$ cat config.mk
export PLATFORM = sky130hd
export DESIGN_NAME = instruction_fetch_unit
export DESIGN_NICKNAME = d
export VERILOG_FILES = /design/src/rtl/instruction_fetch_unit.sv
export SDC_FILE = /design/constraint.sdc
export NUM_CORES = 1
export LEC_CHECK = 0
export ABC_AREA = 1
export BUFFER_PORTS_ARGS = -buffer_cell sky130_fd_sc_hd__buf_2
export CORE_MARGIN = 2
export CORE_UTILIZATION = 55
export DETAILED_ROUTE_END_ITERATION = 10
export PLACE_DENSITY_LB_ADDON = 0.3
export RECOVER_POWER = 100
export SETUP_SLACK_MARGIN = 0.2
export SLEW_MARGIN = 20
export SYNTH_ARGS = -nofsm -noshare
export SYNTH_HDL_FRONTEND = slang
export SYNTH_SLANG_ARGS = --single-unit
$ cat constraint.sdc
create_clock -name clk -period 2 [get_ports clk]
set_input_delay 0.1 -clock clk [delete_from_list [all_inputs] [get_ports clk]]
set_output_delay 0.1 -clock clk [all_outputs]
set_load 0.03 [all_outputs]
$ cat src/rtl/instruction_fetch_unit.sv
// Fetch stage: owns the word PC, issues 1-cycle-latency imem reads and hands
// {instr, pc} to decode over valid/ready, with a 1-entry skid for stalls.
module instruction_fetch_unit #(
  parameter int ADDR_WIDTH = 32,
  parameter int IMEM_DEPTH = 256,
  parameter logic [ADDR_WIDTH-1:0] RESET_PC = '0
) (
  input  logic                  clk,
  input  logic                  reset,
  output logic                  imem_req,
  output logic [ADDR_WIDTH-1:0] imem_addr,
  input  logic [31:0]           imem_rdata,
  output logic [31:0]           if_instr,
  output logic [ADDR_WIDTH-1:0] if_pc,
  output logic                  if_valid,
  input  logic                  dec_ready,
  input  logic                  jump,
  input  logic [31:0]           jump_address,
  input  logic                  branch_taken,
  input  logic [31:0]           branch_offset,
  input  logic [ADDR_WIDTH-1:0] branch_pc,
  output logic                  halted
);

  typedef enum logic {RUN, HALT} state_t;

  state_t                state_q, state_d;
  logic [ADDR_WIDTH-1:0] pc_q, tag_pc, skid_pc, target;
  logic [31:0]           skid_instr;
  logic                  inflight, skid_vld;
  logic                  redirect, in_range, can_load, issue;

  assign in_range = 64'(pc_q) < 64'(IMEM_DEPTH);
  assign redirect = jump | branch_taken;
  assign target   = jump ? jump_address[ADDR_WIDTH-1:0]
                         : branch_pc + ADDR_WIDTH'(1) + branch_offset[ADDR_WIDTH-1:0];
  assign can_load = !if_valid | dec_ready;
  // Only issue when the return is guaranteed a home (output or empty skid).
  assign issue    = (state_q == RUN) && in_range && !skid_vld && (!inflight || can_load);

  assign imem_req  = issue;
  assign imem_addr = pc_q;
  assign halted    = (state_q == HALT);

  always_comb begin
    state_d = state_q;
    if (redirect)
      state_d = RUN;
    else if (state_q == RUN && !in_range)
      state_d = HALT;
  end

  always_ff @(posedge clk) begin
    if (reset) begin
      state_q    <= RUN;
      pc_q       <= RESET_PC;
      tag_pc     <= '0;
      inflight   <= 1'b0;
      skid_vld   <= 1'b0;
      skid_instr <= '0;
      skid_pc    <= '0;
      if_instr   <= '0;
      if_pc      <= '0;
      if_valid   <= 1'b0;
    end else begin
      state_q <= state_d;
      if (redirect) begin
        // Any read issued before or during this cycle is wrong-path and dropped.
        pc_q     <= target;
        inflight <= 1'b0;
        skid_vld <= 1'b0;
        if_valid <= 1'b0;
        if_instr <= '0;
      end else begin
        inflight <= issue;
        if (issue) begin
          pc_q   <= pc_q + ADDR_WIDTH'(1);
          tag_pc <= pc_q;
        end
        if (skid_vld) begin
          if (can_load) begin
            if_instr <= skid_instr;
            if_pc    <= skid_pc;
            if_valid <= 1'b1;
            skid_vld <= 1'b0;
          end
        end else if (inflight) begin
          if (can_load) begin
            if_instr <= imem_rdata;
            if_pc    <= tag_pc;
            if_valid <= 1'b1;
          end else begin
            skid_instr <= imem_rdata;
            skid_pc    <= tag_pc;
            skid_vld   <= 1'b1;
          end
        end else if (dec_ready) begin
          if_valid <= 1'b0;
        end
      end
    end
  end

endmodule

==> flow_results.xml, run 1 <==
<?xml version="1.0" encoding="UTF-8"?>
<metrics>
  <group name="setup_path">
    <metric name="timing.reg2reg.setup_slack" unit="ns">0.12</metric>
    <metric name="cells_traversed_along_the_worst_timing_path" unit="">nor2_2 &gt; nand2_1 &gt; nor2_2 &gt; nand4_1 &gt; nor2_2 &gt; nand3_2 &gt; inv_2 &gt; nand2_2 &gt; clkinvlp_2 &gt; buf_12 &gt; nor3_1</metric>
    <metric name="critical-path-top-delay-family" unit="">simple AND/OR/NAND/NOR gates</metric>
    <metric name="worstSetupPathType" unit="">reg2reg</metric>
    <metric name="critical_path_top_delay_cell" unit="">dfxtp_2</metric>
    <metric name="crit_end_category" unit="">flip-flop</metric>
    <metric name="timing.critical_path.arrival" unit="ns">2.18</metric>
    <metric name="crit-reg2reg-launch" unit="">imem_addr[28]</metric>
    <metric name="critical-path-top-cell-by-count" unit="">nor2_2</metric>
    <metric name="r2r_cells" unit="">11</metric>
    <metric name="crit_required" unit="ns">2.30</metric>
    <metric name="critPathBufInv" unit="">3</metric>
    <metric name="max_stage_delay" unit="ns">0.35</metric>
    <metric name="path_depth" unit="">11</metric>
    <metric name="worstSetupStartpointType" unit="">flip-flop</metric>
    <metric name="cp_max_fo" unit="">19</metric>
    <metric name="r2r_end" unit="">tag_pc[8]</metric>
  </group>
  <group name="min_path">
    <metric name="timing.hold.worst.start" unit="">jump_address[7]</metric>
    <metric name="whs_path_cells" unit="">5</metric>
    <metric name="min-delay-path-class" unit="">in2reg</metric>
    <metric name="timing.hold.worst_endpoint" unit="">imem_addr[7]</metric>
  </group>
  <group name="place">
    <metric name="numPortBuffers" unit="">231</metric>
    <metric name="post-dp-hpwl" unit="mm">20.06</metric>
    <metric name="gp_routability_congestion" unit="">0.9622</metric>
    <metric name="post_dp_cell_area" unit="µm²">11490</metric>
  </group>
  <group name="synth">
    <metric name="synthesis.nets" unit="">1713</metric>
    <metric name="synth-xor-area-share" unit="%">1.214</metric>
    <metric name="netlist-cell-type-count" unit="">36</metric>
    <metric name="synth_seq_area_share" unit="%">38.84</metric>
    <metric name="synth_compound_area_share" unit="%">16.87</metric>
    <metric name="syn_area" unit="µm²">10100</metric>
    <metric name="synth_top_family_by_area" unit="">simple AND/OR/NAND/NOR gates</metric>
    <metric name="synth_enable_flop_cells" unit="">0</metric>
    <metric name="synth_flop_cell" unit="">dfxtp_1</metric>
    <metric name="ys_ff_latch" unit="">196</metric>
    <metric name="synthMuxAreaShare" unit="%">0</metric>
    <metric name="synth_adder_area_share" unit="%">4.162</metric>
    <metric name="yosysWarnings" unit="">0</metric>
    <metric name="synth_area_per_cell" unit="µm²">6.530</metric>
    <metric name="synth_async_sr_flop_share" unit="%">0</metric>
    <metric name="synthSimpleGateAreaFrac" unit="%">28.87</metric>
    <metric name="netlist_instances" unit="">1547</metric>
  </group>
  <group name="sta">
    <metric name="finalWorstPathRequiredPeriod" unit="ns">1.883</metric>
    <metric name="hold_viol" unit="">0</metric>
    <metric name="layout_worst_path_cycle_share" unit="%">94.15</metric>
    <metric name="finalSetupViolCount" unit="">0</metric>
    <metric name="worst-slew-pin-transition" unit="ns">0.6143</metric>
    <metric name="final_max_slew_viol_count" unit="">0</metric>
    <metric name="fmax" unit="MHz">531.0</metric>
    <metric name="slew-limit-headroom" unit="%">59.05</metric>
    <metric name="fin_setup_tns" unit="ns">0</metric>
    <metric name="rsz_0062_raised_after_global_routing" unit="">true</metric>
    <metric name="finClkSkew" unit="ns">0.008006</metric>
  </group>
  <group name="final_layout">
    <metric name="final_common_cell" unit="">nand2_1</metric>
    <metric name="num_antenna_cells" unit="">0</metric>
    <metric name="stdcell_area" unit="µm²">12570</metric>
    <metric name="fillCellCount" unit="">1631</metric>
    <metric name="layout.cells.most_common_list" unit="">427 x nand2_1, 191 x dfxtp_1, 171 x inv_1</metric>
    <metric name="area_growth_syn_to_layout" unit="%">24.41</metric>
    <metric name="final_nets" unit="">1964</metric>
    <metric name="layout-drive-gt1-share" unit="%">13.64</metric>
  </group>
  <group name="clock_tree">
    <metric name="clk-insertion-delay-late" unit="ns">0.43</metric>
    <metric name="cts_tree" unit="">done</metric>
    <metric name="cts_made_buffers" unit="">17</metric>
    <metric name="clock_transition_time_at_the_flip_flop_clock_pins_of_the_worst_setup_and_hold_paths" unit="ns">0.08</metric>
    <metric name="cts_root_buf" unit="">clkbuf_16</metric>
    <metric name="clockBufferDepth" unit="">2</metric>
    <metric name="ctsHtreeMaxLevel" unit="">4</metric>
    <metric name="cts.sink_count" unit="">196</metric>
  </group>
  <group name="power">
    <metric name="p_per_area" unit="nW/µm²">702.9</metric>
    <metric name="ir_worst_vdd" unit="mV">0.6972</metric>
    <metric name="power_leakage" unit="µW">0.005824</metric>
  </group>
  <group name="floorplanning">
    <metric name="die-height" unit="µm">139.5</metric>
    <metric name="core-area" unit="µm²">17960</metric>
    <metric name="row_count" unit="">49</metric>
    <metric name="die_x" unit="µm">139.5</metric>
    <metric name="boundaryPins" unit="">232</metric>
    <metric name="initial_core_util" unit="%">56.24</metric>
    <metric name="die-area" unit="µm²">19470</metric>
  </group>
  <group name="global_route">
    <metric name="grt_overflow_total" unit="">0</metric>
    <metric name="grt_pass1_vias" unit="">9823</metric>
    <metric name="grt_max_degree" unit="">97</metric>
    <metric name="antenna_found_initial" unit="">0</metric>
    <metric name="grt_usage" unit="%">29.15</metric>
    <metric name="grt_pass1_wl" unit="mm">46.74</metric>
  </group>
  <group name="route">
    <metric name="routed_via_density" unit="">5.334</metric>
    <metric name="first_iteration_detailed_routing_drc_count" unit="">820</metric>
    <metric name="drc_errors" unit="">0</metric>
    <metric name="drt_wl_total" unit="mm">29.63</metric>
    <metric name="detail_route.first_pass.iterations" unit="">6</metric>
    <metric name="drtAntennaViolNets" unit="">0</metric>
    <metric name="routedWlPerCell" unit="µm">14.53</metric>
    <metric name="route.vias.total" unit="">10882</metric>
  </group>
  <group name="job">
    <metric name="max_capacitance_violation_total" unit="">0</metric>
  </group>
  <group name="status">
    <metric name="outcome" unit="">finished, final reports clean</metric>
  </group>
</metrics>
## area by class of cell
class	instances	area, µm²	area share [%]
clock buffers	18	439.2	3.494
clock inverters	14	143.9	1.145
inverters	180	679.4	5.406
multi-input cells	1094	5224	41.56
repair buffers	309	1863	14.82
flip-flops and latches	196	3933	31.29
well taps	229	286.5	2.280
## power breakdown
group          internal, µW  total, µW  leakage [µW]  switching [µW]
logic                   533       1450       0.00395             919
clock network          1700       3340      0.000286            1640
registers              3960       4050       0.00159            84.1
total                  6190       8830       0.00582            2640
## metal layers
metal  up-vias  GRT usage [%]  part of all wire [%]
met4         0          9.729                   2.5
met1      4923          38.88                    43
li1       5455              -                     -
met5         -              0                     0
met3        54          5.162                   7.7
met2       450          48.01                    46
## cells by family (layout without fill, tap and decap cells)
| group | count (synthesis) | in the layout |
|---|---|---|
| flops | 196 | 196 |
| buf+inv | 257 | 521 |
| fa+ha+maj | 33 | 33 |
| compound gates | 324 | 324 |
| xor+xnor | 14 | 14 |
| simple gates | 723 | 723 |
## synthesized netlist by cell type, types with 11 or more instances
| master | n | area share [%] |
|---|---|---|
| o21ai_1 | 11 | 0.54 |
| nand2_1 | 427 | 16 |
| nor3_1 | 29 | 1.4 |
| clkbuf_1 | 50 | 1.9 |
| ha_1 | 32 | 4.0 |
| xor2_1 | 12 | 1.0 |
| buf_2 | 16 | 0.79 |
| a31oi_1 | 29 | 1.8 |
| o21ai_0 | 144 | 7.1 |
| a21oi_1 | 126 | 6.2 |
| inv_1 | 173 | 6.4 |
| dfxtp_1 | 196 | 39 |
| nor2_1 | 172 | 6.4 |
| nand3_1 | 73 | 3.6 |
## worst reg2reg max path: stages (launching register included)
cell and delay, ns:
dfxtp_2 0.35, nor2_2 0.11, nand2_1 0.06, nor2_2 0.12, nand4_1 0.15, nor2_2 0.19
nand3_2 0.13, inv_2 0.09, nand2_2 0.06, clkinvlp_2 0.23, buf_12 0.20, nor3_1 0.07
## worst max-delay path by stage
| stage | start | to | slack [ns] |
|---|---|---|---|
| floorplan | imem_addr[8] | tag_pc[7] | 0.24 |
| global placement | branch_offset[0] | imem_addr[28] | 0.09 |
| detailed placement | branch_offset[0] | imem_addr[12] | -0.02 |
| CTS | imem_addr[28] | imem_req | 0.16 |
| global route | if_valid | skid_pc[29] | 0.01 |
| finish | imem_addr[28] | tag_pc[8] | 0.12 |
## sequential cells by signal, summed over array words and instances, names as in the netlist
name / count
skid_pc: 32
if_instr: 32
halted: 1
skid_vld: 1
if_valid: 1
if_pc: 32
imem_addr: 32
tag_pc: 32
skid_instr: 32
inflight: 1
## metrics by stage
step | std cells | hold WS [ns] | power [µW] | setup slack, ns | utilization, %
finish | 2040 | 0.02374 | 8834 | 0.1169 | 69.97
global route | 2040 | 0.03844 | 9184 | 0.01136 | 69.97
CTS | 2028 | 0.003498 | 8858 | 0.1604 | 69.55
detailed placement | 1957 | 0.3438 | 5497 | -0.01537 | 63.98
global placement | 1957 | 0.3397 | 5482 | 0.09013 | 63.98
floorplan | 1547 | 0.2349 | 5009 | 0.2442 | -
## timing repair
item / in CTS / in global routing
hold buffers: 35 / 0
buffers inserted: 4 / 9
cloned: 0 / 3
endpoints found under the setup margin: 6 / 98
pin swaps: 8 / 8
resized for setup: 12 / 27
hold endpoints to repair: 68 / 0
Power figures use the tool's default switching activity.
==> run 2, diff against run 1 <==
--- a/config.mk
+++ b/config.mk
@@ -14,5 +14,4 @@
 export RECOVER_POWER = 100
 export SETUP_SLACK_MARGIN = 0.2
-export SLEW_MARGIN = 20
 export SYNTH_ARGS = -nofsm -noshare
 export SYNTH_HDL_FRONTEND = slang
==> constraint.sdc (replaced) <==
create_clock -name clk -period 2 [get_ports clk]
set_input_delay 0.4 -clock clk [delete_from_list [all_inputs] [get_ports clk]]
set_output_delay 0.4 -clock clk [all_outputs]
set_load 0.03 [all_outputs]
==> flow_results.xml, run 2 (synthesized netlist as in run 1, its figures left out) <==
<?xml version="1.0" encoding="UTF-8"?>
<metrics>
  <group name="final_layout">
    <metric name="area_growth_syn_to_layout" unit="%">25.20</metric>
    <metric name="layout.cells.most_common_list" unit="">426 x nand2_1, 188 x dfxtp_1, 172 x nor2_1</metric>
    <metric name="final_nets" unit="">1969</metric>
    <metric name="layout-drive-gt1-share" unit="%">16.41</metric>
    <metric name="num_antenna_cells" unit="">0</metric>
    <metric name="final_common_cell" unit="">nand2_1</metric>
  </group>
  <group name="global_route">
    <metric name="grt_pass1_wl" unit="mm">47.81</metric>
    <metric name="antenna_found_initial" unit="">1</metric>
    <metric name="grt_usage" unit="%">29.91</metric>
    <metric name="grt_pass1_vias" unit="">9978</metric>
    <metric name="grt_overflow_total" unit="">0</metric>
    <metric name="grt_max_degree" unit="">91</metric>
  </group>
  <group name="route">
    <metric name="routed_via_density" unit="">5.375</metric>
    <metric name="drc_errors" unit="">0</metric>
    <metric name="route.vias.total" unit="">10992</metric>
    <metric name="detail_route.first_pass.iterations" unit="">6</metric>
    <metric name="drtAntennaViolNets" unit="">0</metric>
    <metric name="routedWlPerCell" unit="µm">14.75</metric>
    <metric name="first_iteration_detailed_routing_drc_count" unit="">1010</metric>
    <metric name="drt_wl_total" unit="mm">30.16</metric>
  </group>
  <group name="sta">
    <metric name="rsz_0062_raised_after_global_routing" unit="">true</metric>
    <metric name="worst-slew-pin-transition" unit="ns">0.7110</metric>
    <metric name="finClkSkew" unit="ns">0.02090</metric>
    <metric name="fin_setup_tns" unit="ns">-6.198</metric>
    <metric name="finalSetupViolCount" unit="">33</metric>
    <metric name="final_max_slew_viol_count" unit="">0</metric>
    <metric name="slew-limit-headroom" unit="%">52.60</metric>
    <metric name="fmax" unit="MHz">450.6</metric>
    <metric name="post-route-worst-setup-slack" unit="ns">-0.2191</metric>
    <metric name="finalWorstPathRequiredPeriod" unit="ns">2.219</metric>
    <metric name="hold_viol" unit="">0</metric>
    <metric name="layout_worst_path_cycle_share" unit="%">111.0</metric>
  </group>
  <group name="setup_path">
    <metric name="crit_required" unit="ns">2.29</metric>
    <metric name="cp_max_fo" unit="">7</metric>
    <metric name="worstSetupPathType" unit="">reg2reg</metric>
    <metric name="crit_end_category" unit="">flip-flop</metric>
    <metric name="timing.critical_path.arrival" unit="ns">2.51</metric>
    <metric name="worstSetupStartpointType" unit="">flip-flop</metric>
  </group>
  <group name="power">
    <metric name="ir_worst_vdd" unit="mV">0.6837</metric>
    <metric name="fin_total_pwr" unit="µW">9112</metric>
    <metric name="power_leakage" unit="µW">0.005922</metric>
    <metric name="p_per_area" unit="nW/µm²">720.4</metric>
  </group>
  <group name="clock_tree">
    <metric name="clk-insertion-delay-late" unit="ns">0.44</metric>
    <metric name="cts.sink_count" unit="">196</metric>
    <metric name="cts_tree" unit="">done</metric>
    <metric name="ctsHtreeMaxLevel" unit="">4</metric>
    <metric name="cts_made_buffers" unit="">17</metric>
    <metric name="clockBufferDepth" unit="">2</metric>
    <metric name="clock_transition_time_at_the_flip_flop_clock_pins_of_the_worst_setup_and_hold_paths" unit="ns">0.08</metric>
    <metric name="cts_root_buf" unit="">clkbuf_16</metric>
  </group>
  <group name="job">
    <metric name="max_capacitance_violation_total" unit="">0</metric>
  </group>
  <group name="status">
    <metric name="failed_checks" unit="">negative setup slack</metric>
    <metric name="outcome" unit="">finished with violations</metric>
  </group>
  <group name="min_path">
    <metric name="min-delay-path-class" unit="">in2reg</metric>
  </group>
  <group name="place">
    <metric name="post-dp-hpwl" unit="mm">20.66</metric>
    <metric name="gp_routability_congestion" unit="">0.9308</metric>
    <metric name="numPortBuffers" unit="">231</metric>
  </group>
  <group name="floorplanning">
    <metric name="initial_core_util" unit="%">56.24</metric>
    <metric name="die_x" unit="µm">139.5</metric>
    <metric name="die-area" unit="µm²">19470</metric>
    <metric name="die-height" unit="µm">139.5</metric>
    <metric name="boundaryPins" unit="">232</metric>
    <metric name="row_count" unit="">49</metric>
    <metric name="core-area" unit="µm²">17960</metric>
  </group>
</metrics>
==> run 2: cell types whose count changed in the layout (fill, tap and decap cells not counted), moves of 4 or more <==
cell,delta
buf_4,+33
buf_6,+4
dfxtp_2,+4
dlygate4sd3_1,-35
inv_8,+5
nor2_1,+12
nor2_2,-10
o21ai_0,-4
o21ai_1,-4
o21ai_2,+6
==> run 2: final timing paths <==
path	slack, ns	end	cells after the start	startpoint
max	-0.22	tag_pc[15]	16	imem_addr[25]
min	0.19	skid_instr[13]	3	imem_rdata[13]
max reg2reg	-0.22	tag_pc[15]	16	imem_addr[25]
min reg2reg	0.46	tag_pc[9]	2	tag_pc[9]
==> run 2: critical path, stage by stage (launching register included) <==
cell     delay [ns]
dfxtp_2        0.33
nor2_1         0.10
nand2_1        0.06
nor2_1         0.12
nand4_1        0.19
nor2_2         0.19
nand3_2        0.12
inv_2          0.12
buf_4          0.12
buf_6          0.09
buf_6          0.09
buf_6          0.11
nand2_8        0.08
inv_8          0.08
buf_12         0.11
buf_12         0.11
nor3_1         0.04
==> run 2: per-layer routing <==
metal | global-route usage [%] | vias to the layer above | routed length (µm)
li1 | - | 5476 | -
met5 | 0 | - | 13
met3 | 6.607 | 60 | 2342
met1 | 38.71 | 4970 | 12770
met2 | 49.72 | 484 | 14340
met4 | 9.835 | 2 | 693
==> run 2: layout make-up <==
type / count / area [µm²]
inverter: 180 / 695.7
sequential: 196 / 3934
multi-input combinational: 1094 / 5279
clock inverter: 15 / 191.4
fill: 1588 / 5315
tap: 229 / 286.5
timing repair buffer: 314 / 1837
clock buffer: 17 / 425.4
==> run 2: repair_timing <==
| action | 4_1_cts | 5_1_grt |
|---|---|---|
| pin swaps | 6 | 6 |
| gates cloned | 2 | 0 |
| resized for setup | 44 | 14 |
| buffers inserted | 14 | 6 |
| setup endpoints to repair | 33 | 99 |
| hold buffers | 0 | 0 |
==> run 2: power breakdown <==
part / leakage [µW] / switching (µW) / internal (µW)
combinational: 0.00403 / 966 / 578
clock: 0.000301 / 1800 / 1730
sequential: 0.00159 / 74.5 / 3960
==> run 2: metrics by stage <==
step | cells | util (%) | hold slack [ns] | setup WS (ns) | cell area [µm²]
3_3_place_gp | 1991 | 65.72 | 0.4442 | -0.1375 | 11810
5_1_grt | 2045 | 70.41 | 0.1941 | -0.2706 | 12650
2_1_floorplan | 1547 | - | 0.4390 | 0.1977 | 10130
6_report | 2045 | 70.41 | 0.1936 | -0.2191 | 12650
3_5_place_dp | 1991 | 65.72 | 0.4499 | -0.1717 | 11810
4_1_cts | 2039 | 70.82 | 0.1862 | -0.1541 | 12720
==> run 3, diff against run 2 <==
BUFFER_PORTS_ARGS = not set   (was -buffer_cell sky130_fd_sc_hd__buf_2)
CORE_UTILIZATION = 65   (was 55)
DONT_BUFFER_PORTS = 1   (was not set)
clock period = 2.8 ns   (was 2 ns; I/O delays follow)
==> flow_results.xml, run 3 (synthesized netlist as in run 1, its figures left out) <==
<?xml version="1.0" encoding="UTF-8"?>
<metrics>
  <group name="status">
    <metric name="outcome" unit="">finished, final reports clean</metric>
  </group>
  <group name="final_layout">
    <metric name="layout-drive-gt1-share" unit="%">4.279</metric>
    <metric name="final_common_cell" unit="">nand2_1</metric>
    <metric name="multi_input_comb_area" unit="µm²">5175</metric>
    <metric name="area_growth_syn_to_layout" unit="%">6.304</metric>
    <metric name="layout.cells.most_common_list" unit="">428 x nand2_1, 196 x dfxtp_1, 175 x inv_1</metric>
    <metric name="final_nets" unit="">1672</metric>
    <metric name="final-seq-area" unit="µm²">3924</metric>
    <metric name="num_antenna_cells" unit="">0</metric>
    <metric name="fillCellCount" unit="">1304</metric>
    <metric name="stdcell_area" unit="µm²">10740</metric>
  </group>
  <group name="job">
    <metric name="max_capacitance_violation_total" unit="">0</metric>
  </group>
  <group name="global_route">
    <metric name="grt_overflow_total" unit="">0</metric>
    <metric name="grt_usage" unit="%">31.62</metric>
    <metric name="antenna_found_initial" unit="">0</metric>
    <metric name="grt_max_degree" unit="">85</metric>
    <metric name="grt_pass1_vias" unit="">8731</metric>
    <metric name="grt_pass1_wl" unit="mm">42.32</metric>
  </group>
  <group name="setup_path">
    <metric name="worstSetupStartpointType" unit="">flip-flop</metric>
    <metric name="crit-reg2reg-launch" unit="">skid_vld</metric>
    <metric name="cp-startpoint" unit="">if_valid</metric>
    <metric name="worst_setup_path_endpoint" unit="">imem_req</metric>
    <metric name="worstSetupPathType" unit="">reg2out</metric>
    <metric name="crit_required" unit="ns">2.24</metric>
    <metric name="timing.reg2reg.setup_slack" unit="ns">0.36</metric>
    <metric name="timing.critical_path.arrival" unit="ns">1.91</metric>
    <metric name="cp_max_fo" unit="">3</metric>
    <metric name="crit_end_category" unit="">primary output</metric>
    <metric name="r2r_end" unit="">if_instr[28]</metric>
    <metric name="r2r_cells" unit="">5</metric>
  </group>
  <group name="power">
    <metric name="ir_worst_vdd" unit="mV">0.4716</metric>
    <metric name="p_per_area" unit="nW/µm²">572.7</metric>
    <metric name="fin_total_pwr" unit="µW">6150</metric>
    <metric name="power_leakage" unit="µW">0.004863</metric>
  </group>
  <group name="route">
    <metric name="drc_errors" unit="">0</metric>
    <metric name="first_iteration_detailed_routing_drc_count" unit="">986</metric>
    <metric name="drt_wl_total" unit="mm">26.41</metric>
    <metric name="route.vias.total" unit="">9632</metric>
    <metric name="routed_via_density" unit="">5.643</metric>
    <metric name="detail_route.first_pass.iterations" unit="">5</metric>
    <metric name="routedWlPerCell" unit="µm">15.47</metric>
    <metric name="drtAntennaViolNets" unit="">0</metric>
  </group>
  <group name="sta">
    <metric name="rsz_0062_raised_after_global_routing" unit="">false</metric>
    <metric name="finClkSkew" unit="ns">0.009262</metric>
    <metric name="layout_worst_path_cycle_share" unit="%">88.09</metric>
    <metric name="post-route-worst-setup-slack" unit="ns">0.3334</metric>
    <metric name="fmax" unit="MHz">405.4</metric>
    <metric name="finalWorstPathRequiredPeriod" unit="ns">2.467</metric>
    <metric name="finalSetupViolCount" unit="">0</metric>
    <metric name="final_max_slew_viol_count" unit="">0</metric>
    <metric name="fin_setup_tns" unit="ns">0</metric>
    <metric name="slew-limit-headroom" unit="%">25.66</metric>
    <metric name="worst-slew-pin-transition" unit="ns">1.114</metric>
    <metric name="hold_viol" unit="">0</metric>
  </group>
  <group name="clock_tree">
    <metric name="clk-insertion-delay-late" unit="ns">0.44</metric>
    <metric name="cts_root_buf" unit="">clkbuf_16</metric>
    <metric name="cts_made_buffers" unit="">17</metric>
    <metric name="ctsHtreeMaxLevel" unit="">4</metric>
    <metric name="cts.sink_count" unit="">196</metric>
    <metric name="cts_hold_buffers" unit="">0</metric>
    <metric name="cts_tree" unit="">done</metric>
    <metric name="clockBufferDepth" unit="">2</metric>
    <metric name="clock_transition_time_at_the_flip_flop_clock_pins_of_the_worst_setup_and_hold_paths" unit="ns">0.08</metric>
  </group>
  <group name="place">
    <metric name="post-dp-hpwl" unit="mm">18.52</metric>
    <metric name="post_dp_cell_area" unit="µm²">10140</metric>
    <metric name="numPortBuffers" unit="">0</metric>
    <metric name="gp_routability_congestion" unit="">0.9802</metric>
    <metric name="worst_slack_at_placement" unit="ns">0.5113</metric>
  </group>
  <group name="floorplanning">
    <metric name="die-height" unit="µm">128.7</metric>
    <metric name="initial_core_util" unit="%">66.45</metric>
    <metric name="die-area" unit="µm²">16550</metric>
    <metric name="die_x" unit="µm">128.7</metric>
    <metric name="boundaryPins" unit="">232</metric>
    <metric name="row_count" unit="">45</metric>
    <metric name="core-area" unit="µm²">15200</metric>
  </group>
  <group name="min_path">
    <metric name="min-delay-path-class" unit="">in2reg</metric>
  </group>
</metrics>
==> run 3: worst min path at each step <==
stage          startpoint         end  slack [ns]  cells past startpoint
3_3_place_gp   tag_pc[11]  tag_pc[11]        0.45                      2
3_5_place_dp   tag_pc[23]  tag_pc[23]        0.45                      2
5_1_grt             reset   if_pc[23]        0.15                      1
2_1_floorplan  tag_pc[10]  tag_pc[10]        0.44                      2
6_report            reset   if_pc[23]        0.18                      1
4_1_cts             reset   if_pc[23]        0.17                      1
==> run 3: where the power goes <==
part           switching [µW]  internal [µW]  total [µW]
Sequential                141           2830        2970
Clock                    1230           1220        2450
Combinational             481            249         730
Total                    1860           4290        6150
==> run 3: timing repair <==
item / in CTS / in global routing
endpoints found under the setup margin: 0 / 1
buffers inserted: 0 / 1
gates resized for setup: 0 / 7
==> run 3: worst max-delay path, cell delays in order, from the launching register on <==
cell     delay, ns
dfxtp_1       0.55
inv_1         0.09
nor2_2        0.16
inv_1         0.09
nor2_1        0.09
inv_1         0.08
nand2_1       0.06
inv_1         0.05
nand3_2       0.10
inv_2         0.04
buf_4         0.16
==> run 3: metal layers <==
layer	vias up	part of all wire (%)	global-route usage (%)
li1	4874	-	-
met1	4292	42	41.11
met2	412	46	50.26
met3	54	9.3	8.108
met4	0	2.8	13.24
met5	-	0	0
==> run 3: cell type report <==
class	instances	share of cell area [%]
Clock buffer	17	3.961
Clock inverter	15	1.654
Inverter	180	6.292
Multi-Input combinational cell	1094	48.19
Sequential cell	196	36.54
Tap cell	188	2.190
Timing Repair Buffer	17	1.177
==> run 3: stage by stage <==
stage | utilization (%) | hold WS, ns | instances
floorplan | - | 0.4390 | 1547
global placement | 66.68 | 0.4463 | 1674
detailed placement | 66.68 | 0.4530 | 1674
CTS | 70.65 | 0.1687 | 1706
global route | 70.64 | 0.1520 | 1707
finish | 70.64 | 0.1793 | 1707
